**config.mk**
```make
export PLATFORM = sky130hd
export DESIGN_NAME = lock_display
export DESIGN_NICKNAME = d
export VERILOG_FILES = /design/src/rtl/lock_pkg.sv /design/src/rtl/lock_seg_glyph.sv /design/src/rtl/lock_display.sv
export SDC_FILE = /design/constraint.sdc
export NUM_CORES = 1
export LEC_CHECK = 0
export BUFFER_PORTS_ARGS = -buffer_cell sky130_fd_sc_hd__buf_2
export CAP_MARGIN = 15
export CORE_MARGIN = 5
export CORE_UTILIZATION = 50
export DETAILED_ROUTE_END_ITERATION = 7
export GPL_TIMING_DRIVEN = 0
export PLACE_DENSITY = 0.7
export SKIP_LAST_GASP = 1
export SYNTH_ARGS = -nofsm -noshare
export SYNTH_HDL_FRONTEND = slang
export SYNTH_HIERARCHICAL = 1
export SYNTH_SLANG_ARGS = --single-unit
```
**constraint.sdc**
```tcl
create_clock -name CLK -period 8 [get_ports CLK]
set_input_delay 2.4 -clock CLK [delete_from_list [all_inputs] [get_ports CLK]]
set_output_delay 2.4 -clock CLK [all_outputs]
set_load 0.01 [all_outputs]
```
**src/rtl/lock_pkg.sv**
```systemverilog
// lock_pkg: lock state codes, glyph ids and active-low segment
// patterns shared by the lock display top level and glyph map.
package lock_pkg;

    typedef enum logic [2:0] {
        ST_WAIT   = 3'd0,
        ST_INPUT  = 3'd1,
        ST_UNLOCK = 3'd2,
        ST_ERROR  = 3'd3,
        ST_ALARM  = 3'd4,
        ST_ADMIN  = 3'd5
    } lock_state_t;

    // Digits sit at their own value so a BCD nibble maps directly.
    typedef enum logic [4:0] {
        G_0     = 5'd0,
        G_1     = 5'd1,
        G_2     = 5'd2,
        G_3     = 5'd3,
        G_4     = 5'd4,
        G_5     = 5'd5,
        G_6     = 5'd6,
        G_7     = 5'd7,
        G_8     = 5'd8,
        G_9     = 5'd9,
        G_DASH  = 5'd10,
        G_BLANK = 5'd11,
        G_A     = 5'd12,
        G_U     = 5'd13,
        G_O     = 5'd14,
        G_P     = 5'd15,
        G_E     = 5'd16,
        G_N     = 5'd17,
        G_R     = 5'd18,
        G_8DP   = 5'd19
    } glyph_t;

    // {DP,g,f,e,d,c,b,a}, active-low
    localparam logic [7:0] SEG_0     = 8'hC0;
    localparam logic [7:0] SEG_1     = 8'hF9;
    localparam logic [7:0] SEG_2     = 8'hA4;
    localparam logic [7:0] SEG_3     = 8'hB0;
    localparam logic [7:0] SEG_4     = 8'h99;
    localparam logic [7:0] SEG_5     = 8'h92;
    localparam logic [7:0] SEG_6     = 8'h82;
    localparam logic [7:0] SEG_7     = 8'hF8;
    localparam logic [7:0] SEG_8     = 8'h80;
    localparam logic [7:0] SEG_9     = 8'h90;
    localparam logic [7:0] SEG_DASH  = 8'hBF;
    localparam logic [7:0] SEG_BLANK = 8'hFF;
    localparam logic [7:0] SEG_A     = 8'h88;
    localparam logic [7:0] SEG_U     = 8'hC1;
    localparam logic [7:0] SEG_O     = 8'hC0;
    localparam logic [7:0] SEG_P     = 8'h8C;
    localparam logic [7:0] SEG_E     = 8'h86;
    localparam logic [7:0] SEG_N     = 8'hAB;
    localparam logic [7:0] SEG_R     = 8'hAF;
    localparam logic [7:0] SEG_8DP   = 8'h00;

    localparam logic [7:0] AN_OFF    = 8'hFF;

    // Non-decimal nibbles render as a dash.
    function automatic glyph_t bcd_glyph(input logic [3:0] d);
        if (d > 4'd9) begin
            return G_DASH;
        end
        return glyph_t'({1'b0, d});
    endfunction

endpackage

```
**src/rtl/lock_seg_glyph.sv**
```systemverilog
// lock_seg_glyph: combinational glyph id to segment pattern map.
// Ports: glyph (id from lock_pkg), seg (active-low {DP,g..a}).
module lock_seg_glyph
    import lock_pkg::*;
(
    input  logic [4:0] glyph,
    output logic [7:0] seg
);

    always_comb begin
        seg = SEG_BLANK;
        case (glyph)
            G_0:     seg = SEG_0;
            G_1:     seg = SEG_1;
            G_2:     seg = SEG_2;
            G_3:     seg = SEG_3;
            G_4:     seg = SEG_4;
            G_5:     seg = SEG_5;
            G_6:     seg = SEG_6;
            G_7:     seg = SEG_7;
            G_8:     seg = SEG_8;
            G_9:     seg = SEG_9;
            G_DASH:  seg = SEG_DASH;
            G_A:     seg = SEG_A;
            G_U:     seg = SEG_U;
            G_O:     seg = SEG_O;
            G_P:     seg = SEG_P;
            G_E:     seg = SEG_E;
            G_N:     seg = SEG_N;
            G_R:     seg = SEG_R;
            G_8DP:   seg = SEG_8DP;
            default: seg = SEG_BLANK;
        endcase
    end

endmodule

```
**src/rtl/lock_display.sv**
```systemverilog
// lock_display: 8-digit multiplexed 7-segment and LED front end for a
// keypad lock, showing entry, status and a blinking alarm pattern.
// Ports: CLK, RESET_N (async, active-low); STATE, CODE, CODE_BIT,
// ERROR_TIME, ID_FLAG status in; AN/SEG active-low digit drive out;
// LED active-high status out.
module lock_display
    import lock_pkg::*;
#(
    parameter int CLK_HZ      = 100_000_000,
    parameter int SCAN_HZ     = 8000,
    parameter int BLINK_TICKS = 2000
) (
    input  logic        CLK,
    input  logic        RESET_N,
    input  logic [2:0]  STATE,
    input  logic [15:0] CODE,
    input  logic [2:0]  CODE_BIT,
    input  logic [1:0]  ERROR_TIME,
    input  logic        ID_FLAG,
    output logic [7:0]  AN,
    output logic [7:0]  SEG,
    output logic [15:0] LED
);

    localparam int DIV = CLK_HZ / SCAN_HZ;
    localparam int CW  = (DIV > 1) ? $clog2(DIV) : 1;
    localparam int BW  = (BLINK_TICKS > 1) ? $clog2(BLINK_TICKS) : 1;

    localparam logic [CW-1:0] DIV_LAST   = CW'(DIV - 1);
    localparam logic [BW-1:0] BLINK_LAST = BW'(BLINK_TICKS - 1);

    logic [2:0]    state_q;
    logic [15:0]   code_q;
    logic [2:0]    bit_q;
    logic [1:0]    err_q;
    logic          id_q;

    logic [CW-1:0] pre_cnt;
    logic          tick_q;
    logic [2:0]    idx;
    logic [BW-1:0] blink_cnt;
    logic          dark;

    logic [2:0]    idx_next;
    logic [BW-1:0] blink_nx;
    logic          dark_nx;
    logic          valid;
    logic          alarm;
    glyph_t        glyph;
    logic [7:0]    glyph_seg;
    logic [3:0]    therm;
    logic [15:0]   led_nx;

    assign idx_next = idx + 3'd1;
    assign valid    = (state_q <= 3'd5);
    assign alarm    = (state_q == ST_ALARM);

    always_ff @(posedge CLK or negedge RESET_N) begin
        if (!RESET_N) begin
            state_q <= '0;
            code_q  <= '0;
            bit_q   <= '0;
            err_q   <= '0;
            id_q    <= 1'b0;
        end else begin
            state_q <= STATE;
            code_q  <= CODE;
            bit_q   <= CODE_BIT;
            err_q   <= ERROR_TIME;
            id_q    <= ID_FLAG;
        end
    end

    // tick_q is a registered one-cycle pulse; outputs follow it one
    // cycle later together with the digit index.
    always_ff @(posedge CLK or negedge RESET_N) begin
        if (!RESET_N) begin
            pre_cnt <= '0;
            tick_q  <= 1'b0;
            idx     <= '0;
        end else begin
            if (pre_cnt == DIV_LAST) begin
                pre_cnt <= '0;
                tick_q  <= 1'b1;
            end else begin
                pre_cnt <= pre_cnt + 1'b1;
                tick_q  <= 1'b0;
            end
            if (tick_q) begin
                idx <= idx_next;
            end
        end
    end

    // Held cleared outside ALARM, so every entry starts visible.
    always_comb begin
        blink_nx = blink_cnt;
        dark_nx  = dark;
        if (!alarm) begin
            blink_nx = '0;
            dark_nx  = 1'b0;
        end else if (tick_q) begin
            if (blink_cnt == BLINK_LAST) begin
                blink_nx = '0;
                dark_nx  = ~dark;
            end else begin
                blink_nx = blink_cnt + 1'b1;
            end
        end
    end

    always_ff @(posedge CLK or negedge RESET_N) begin
        if (!RESET_N) begin
            blink_cnt <= '0;
            dark      <= 1'b0;
        end else begin
            blink_cnt <= blink_nx;
            dark      <= dark_nx;
        end
    end

    always_comb begin
        glyph = G_BLANK;
        case (state_q)
            ST_WAIT: begin
                if (!idx_next[2]) glyph = G_DASH;
            end
            ST_INPUT, ST_ADMIN: begin
                if (!idx_next[2]) begin
                    if ({1'b0, idx_next[1:0]} < bit_q)
                        glyph = bcd_glyph(
                            code_q[{idx_next[1:0], 2'b00} +: 4]);
                    else
                        glyph = G_DASH;
                end else if (idx_next == 3'd7) begin
                    glyph = id_q ? G_A : G_U;
                end
            end
            ST_UNLOCK: begin
                case (idx_next)
                    3'd3:    glyph = G_O;
                    3'd2:    glyph = G_P;
                    3'd1:    glyph = G_E;
                    3'd0:    glyph = G_N;
                    default: glyph = G_BLANK;
                endcase
            end
            ST_ERROR: begin
                case (idx_next)
                    3'd7:    glyph = G_E;
                    3'd6:    glyph = G_R;
                    3'd5:    glyph = G_R;
                    3'd0:    glyph = bcd_glyph({2'b00, err_q});
                    default: glyph = G_BLANK;
                endcase
            end
            ST_ALARM: glyph = G_8DP;
            default:  glyph = G_BLANK;
        endcase
    end

    lock_seg_glyph u_glyph (
        .glyph (glyph),
        .seg   (glyph_seg)
    );

    always_comb begin
        case (bit_q)
            3'd0:    therm = 4'b0000;
            3'd1:    therm = 4'b0001;
            3'd2:    therm = 4'b0011;
            3'd3:    therm = 4'b0111;
            default: therm = 4'b1111;
        endcase
    end

    always_comb begin
        led_nx = '0;
        if (!valid) begin
            led_nx = '0;
        end else if (alarm) begin
            led_nx = dark_nx ? 16'h0000 : 16'hFFFF;
        end else begin
            led_nx[3:0]   = therm;
            led_nx[12]    = err_q[0];
            led_nx[13]    = err_q[1];
            led_nx[14]    = id_q;
            led_nx[15]    = (state_q == ST_UNLOCK);
        end
    end

    // Invalid states blank immediately; otherwise the digit
    // drive only changes on a scan tick.
    always_ff @(posedge CLK or negedge RESET_N) begin
        if (!RESET_N) begin
            AN  <= AN_OFF;
            SEG <= SEG_BLANK;
            LED <= '0;
        end else begin
            LED <= led_nx;
            if (!valid) begin
                AN  <= AN_OFF;
                SEG <= SEG_BLANK;
            end else if (tick_q) begin
                if (alarm && dark_nx) begin
                    AN  <= AN_OFF;
                    SEG <= SEG_BLANK;
                end else begin
                    AN  <= ~(8'b1 << idx_next);
                    SEG <= glyph_seg;
                end
            end
        end
    end

endmodule

```
==> results summary <==
Routability-driven placement finished with a final weighted congestion of approximately 0.83. The worst vdd rail ir drop is 0.0001140 V. The sum of buffers and inverters on the critical path came out at 4. Setup repair after global routing left no endpoint under its margin.

Synthesis inferred 80 register bits. The actual transition at the worst max-transition pin came out at approximately 1 ns. The floorplan die width came out at 99.54 µm.

The power density relative to cell area is 170.8 nW/µm². In this run, synthesis inferred 0 flip-flops with an integrated enable. In this run, distinct cell masters in the synthesized netlist total 70. The worst slack after detailed placement came out at 3.946 ns. The netlist area before placement is 4009 µm².

The area added between synthesis and finish is 16.01%. After detailed routing, the average wire length per cell comes to approximately 15 µm. The critical path goes through buf_2, inv_1, ha_1, clkbuf_1, nor3_1, o21ai_0, o311ai_1, inv_1, ha_1, or4b_4, o31ai_2, a31oi_1, nor2_1, a21oi_1. The final cell utilization of the core came out at between 50% and 60%. In this run the clock root is driven by a sky130_fd_sc_hd__clkbuf_8. The clock latency reported for the late side of the worst-skew pair came out at 0.36 ns.

Leaving out fill and tap cells, the most frequent cell in the layout is sky130_fd_sc_hd__dfrtp_1. The global routing usage summed across all routing layers came out at 18.15%. The clock transition at the registers of the reported paths is 0.09 ns. The run finished with clean final reports. Post-CTS repair changed the size of 0 cells. The CTS tree is built.

The critical path's largest stage delay came out at 0.90 ns. The post-detailed-placement half-perimeter wirelength came out at 6192 µm. The worst hold path belongs to the class reg2reg.

The number of nets with antenna violations after routing came out at 0. The per-instance average area after synthesis came out at 10.61 µm². The finished cells cover about 4700 µm².

The routed design has 8599 µm of wire. The first-pass detailed-route iteration total came out at 5. The final worst-path cycle share came out at 51.86%.

The area of all sequential standard cells is 2022 µm². After layout, the worst setup slack is 3.851 ns. The number of antenna diodes in the final layout is 0. Headroom to the max-slew limit came out at about 30%. The number of sinks driven by the clock tree is 80.

The total number of vias came out at 3184. The via count of the first global-routing pass is 3071. The maximum frequency from static timing analysis came out at 241.0 MHz. The worst setup path is of the reg2reg kind. The global-route wire length before repair is 14590 µm.

The buffer depth of the longest clock path is 2. The multi-input logic area came out at between 1500 and 2000 µm². The number of buffers added on ports came out at 58. The fraction of registers with async set or reset after synthesis is 100.0%. The number of DRC markers in iteration 0 came out at approximately 220. The number of endpoints with negative hold slack in the final report is 0. In this run the post-CTS setup repair buffer count came out at 0. After detailed placement, the total cell area comes to 4449 µm². During I/O placement, the number of pins put on the boundary was 59. The setup violation total in the final timing report is 0. Max-cap violations in this run came to 0. The clock buffer count from CTS came out at 9.

The number of instances in the synthesized netlist is approximately 380. STA classifies the critical path endpoint as a register. The total number of yosys warnings came out at 6.

The cell type group with the largest total delay on the critical path is compound AO/OA/AOI/OAI gates. The worst clock skew came out at 0.01442 ns. Entering global routing, the biggest net connects 48 pins.

The residual overflow from global routing is 0. The overall power of the completed layout is 794.2 µW. The total number of H-tree levels is 3. When the netlist entered floorplanning its net count stood at 419. The ratio of routed vias to standard cells came out at about 5.7. Leaving out fill and tap cells, the most frequent cells in the layout are sky130_fd_sc_hd__dfrtp_1, sky130_fd_sc_hd__buf_2, sky130_fd_sc_hd__nor2_1, sky130_fd_sc_hd__a21oi_1, sky130_fd_sc_hd__nor3_1.

The worst setup path is launched from a register. The required time of the critical path came out at approximately 8.3 ns. The fraction of layout instances using a drive strength above 1 came out at 27.59%.

The layout net count is between 400 and 500. The most used flip-flop cell after synthesis is sky130_fd_sc_hd__dfrtp_1. The area of the core is between 7000 and 8000 µm².

The floorplan die height came out at 99.54 µm. The max-slew violation count came out at 0. Sequential cells were found to cover 50.44% of the synthesized design area.

The maximum fanout encountered on the critical timing path is 8. After detailed routing, the number of remaining DRC violations is 0. The leakage power is 1.994 nW. Among all stages on the critical path, the largest delay is contributed by sky130_fd_sc_hd__o311ai_1. The shortest period the worst path allows is slightly above 4 ns. The setup TNS after final layout is 0 ns. The count of fill cells added during filler insertion came out at 670.

The worst endpoint data arrival time is 4.44 ns. The number of buffers inserted by hold repair at cts came out at 0. The number of antenna violations at the first check in global routing came out at 0. The initial core utilization came out at 51.61%. The number of rows in the core area came out at 32. The die footprint is slightly below 10000 µm².
-- flip-flops by register name (all words and copies together), names as in the netlist --
register	cells
bit_q	3
SEG	8
id_q	1
dark	1
blink_cnt	11
err_q	2
code_q	16
LED	9
pre_cnt	14
state_q	3
AN	8
idx	3
tick_q	1
-- power breakdown --
group	internal, mW	switching [mW]
Clock	0.146	0.158
Sequential	0.414	0.00484
Combinational	0.0297	0.0418
-- through the flow --
stage | hold WS, ns | instances
after floorplan | 0.4481 | 378
after global placement | 0.4887 | 538
after detailed placement | 0.4873 | 539
after CTS | 0.5053 | 555
after global routing | 0.5303 | 555
final | 0.4998 | 555
-- Yosys cell counts, types with 2 or more instances --
cell                        count  area, µm²
sky130_fd_sc_hd__a2111oi_0      2      17.52
sky130_fd_sc_hd__a211oi_1       2      15.01
sky130_fd_sc_hd__a21oi_1       23      115.1
sky130_fd_sc_hd__a221o_1        2      20.02
sky130_fd_sc_hd__a31oi_1        6      37.54
sky130_fd_sc_hd__a32oi_1        2      17.52
sky130_fd_sc_hd__a41oi_1        7      61.31
sky130_fd_sc_hd__and3_1         4      25.02
sky130_fd_sc_hd__and4_1         4      35.03
sky130_fd_sc_hd__buf_2          5      25.02
sky130_fd_sc_hd__buf_4         10      75.07
sky130_fd_sc_hd__clkbuf_1       8      30.03
sky130_fd_sc_hd__dfrtp_1       64       1602
sky130_fd_sc_hd__dfstp_2       16      420.4
sky130_fd_sc_hd__ha_1          14      175.2
sky130_fd_sc_hd__inv_1         11      41.29
sky130_fd_sc_hd__mux4_2         4      90.09
sky130_fd_sc_hd__nand2_1       20      75.07
sky130_fd_sc_hd__nand2b_1       2      12.51
sky130_fd_sc_hd__nand3_1       11      55.05
sky130_fd_sc_hd__nand4_1       10      62.56
sky130_fd_sc_hd__nand4b_1       2      17.52
sky130_fd_sc_hd__nor2_1        37      138.9
sky130_fd_sc_hd__nor2b_1        5      31.28
sky130_fd_sc_hd__nor3_1        22      110.1
sky130_fd_sc_hd__nor3_2         3      30.03
sky130_fd_sc_hd__nor4b_1        2      17.52
sky130_fd_sc_hd__o211ai_1       2      15.01
sky130_fd_sc_hd__o21ai_0       10      50.05
sky130_fd_sc_hd__o21ai_1        5      25.02
sky130_fd_sc_hd__o21bai_1       2      15.01
sky130_fd_sc_hd__o22ai_1        2      12.51
sky130_fd_sc_hd__or3_1          4      25.02
sky130_fd_sc_hd__or3b_1         2      17.52
sky130_fd_sc_hd__or4_1          4      30.03
sky130_fd_sc_hd__xnor2_1        7      61.31
sky130_fd_sc_hd__xor2_1         9      78.83
-- metal layers --
layer	up-vias	global-route usage [%]	routed length (µm)
met2	102	27.43	3946
met4	0	5.987	75
met1	1559	26.38	4086
met3	7	3.436	490
li1	1516	-	-
met5	-	0	0
-- worst paths after layout --
| kind | end | slack [ns] | startpoint | depth (start not counted) |
|---|---|---|---|---|
| max | SEG[0] | 3.85 | idx[0] | 14 |
| min | pre_cnt[8] | 0.50 | pre_cnt[8] | 1 |
| max reg2reg | SEG[0] | 3.85 | idx[0] | 14 |
| min reg2reg | pre_cnt[8] | 0.50 | pre_cnt[8] | 1 |
| max in group asynchronous | SEG[7] | 5.37 | RESET_N | 2 |
| min in group asynchronous | pre_cnt[3] | 1.98 | RESET_N | 1 |
-- kinds of logic (layout without fill, tap and decap cells) --
kind of cell,after synthesis,in the layout,share of synthesized area (%)
XOR/XNOR,16,16,3.496
adder cells (fa/ha/maj),14,14,4.370
multiplexers,6,6,2.778
flip-flops,80,80,50.44
AND/OR/NAND/NOR,145,145,20.29
buffers and inverters,37,112,4.744
AO/OA/AOI/OAI,80,80,13.89
-- layout make-up --
class / instances / share of cell area, %
clock buffers: 9 / 2.663
plain buffers: 25 / 3.121
multi-input cells: 261 / 38.63
flip-flops and latches: 80 / 43.48
inverters: 12 / 0.9685
clock inverters: 7 / 1.668
well taps: 102 / 2.744
repair buffers: 59 / 6.726
Power figures use the tool's default switching activity.
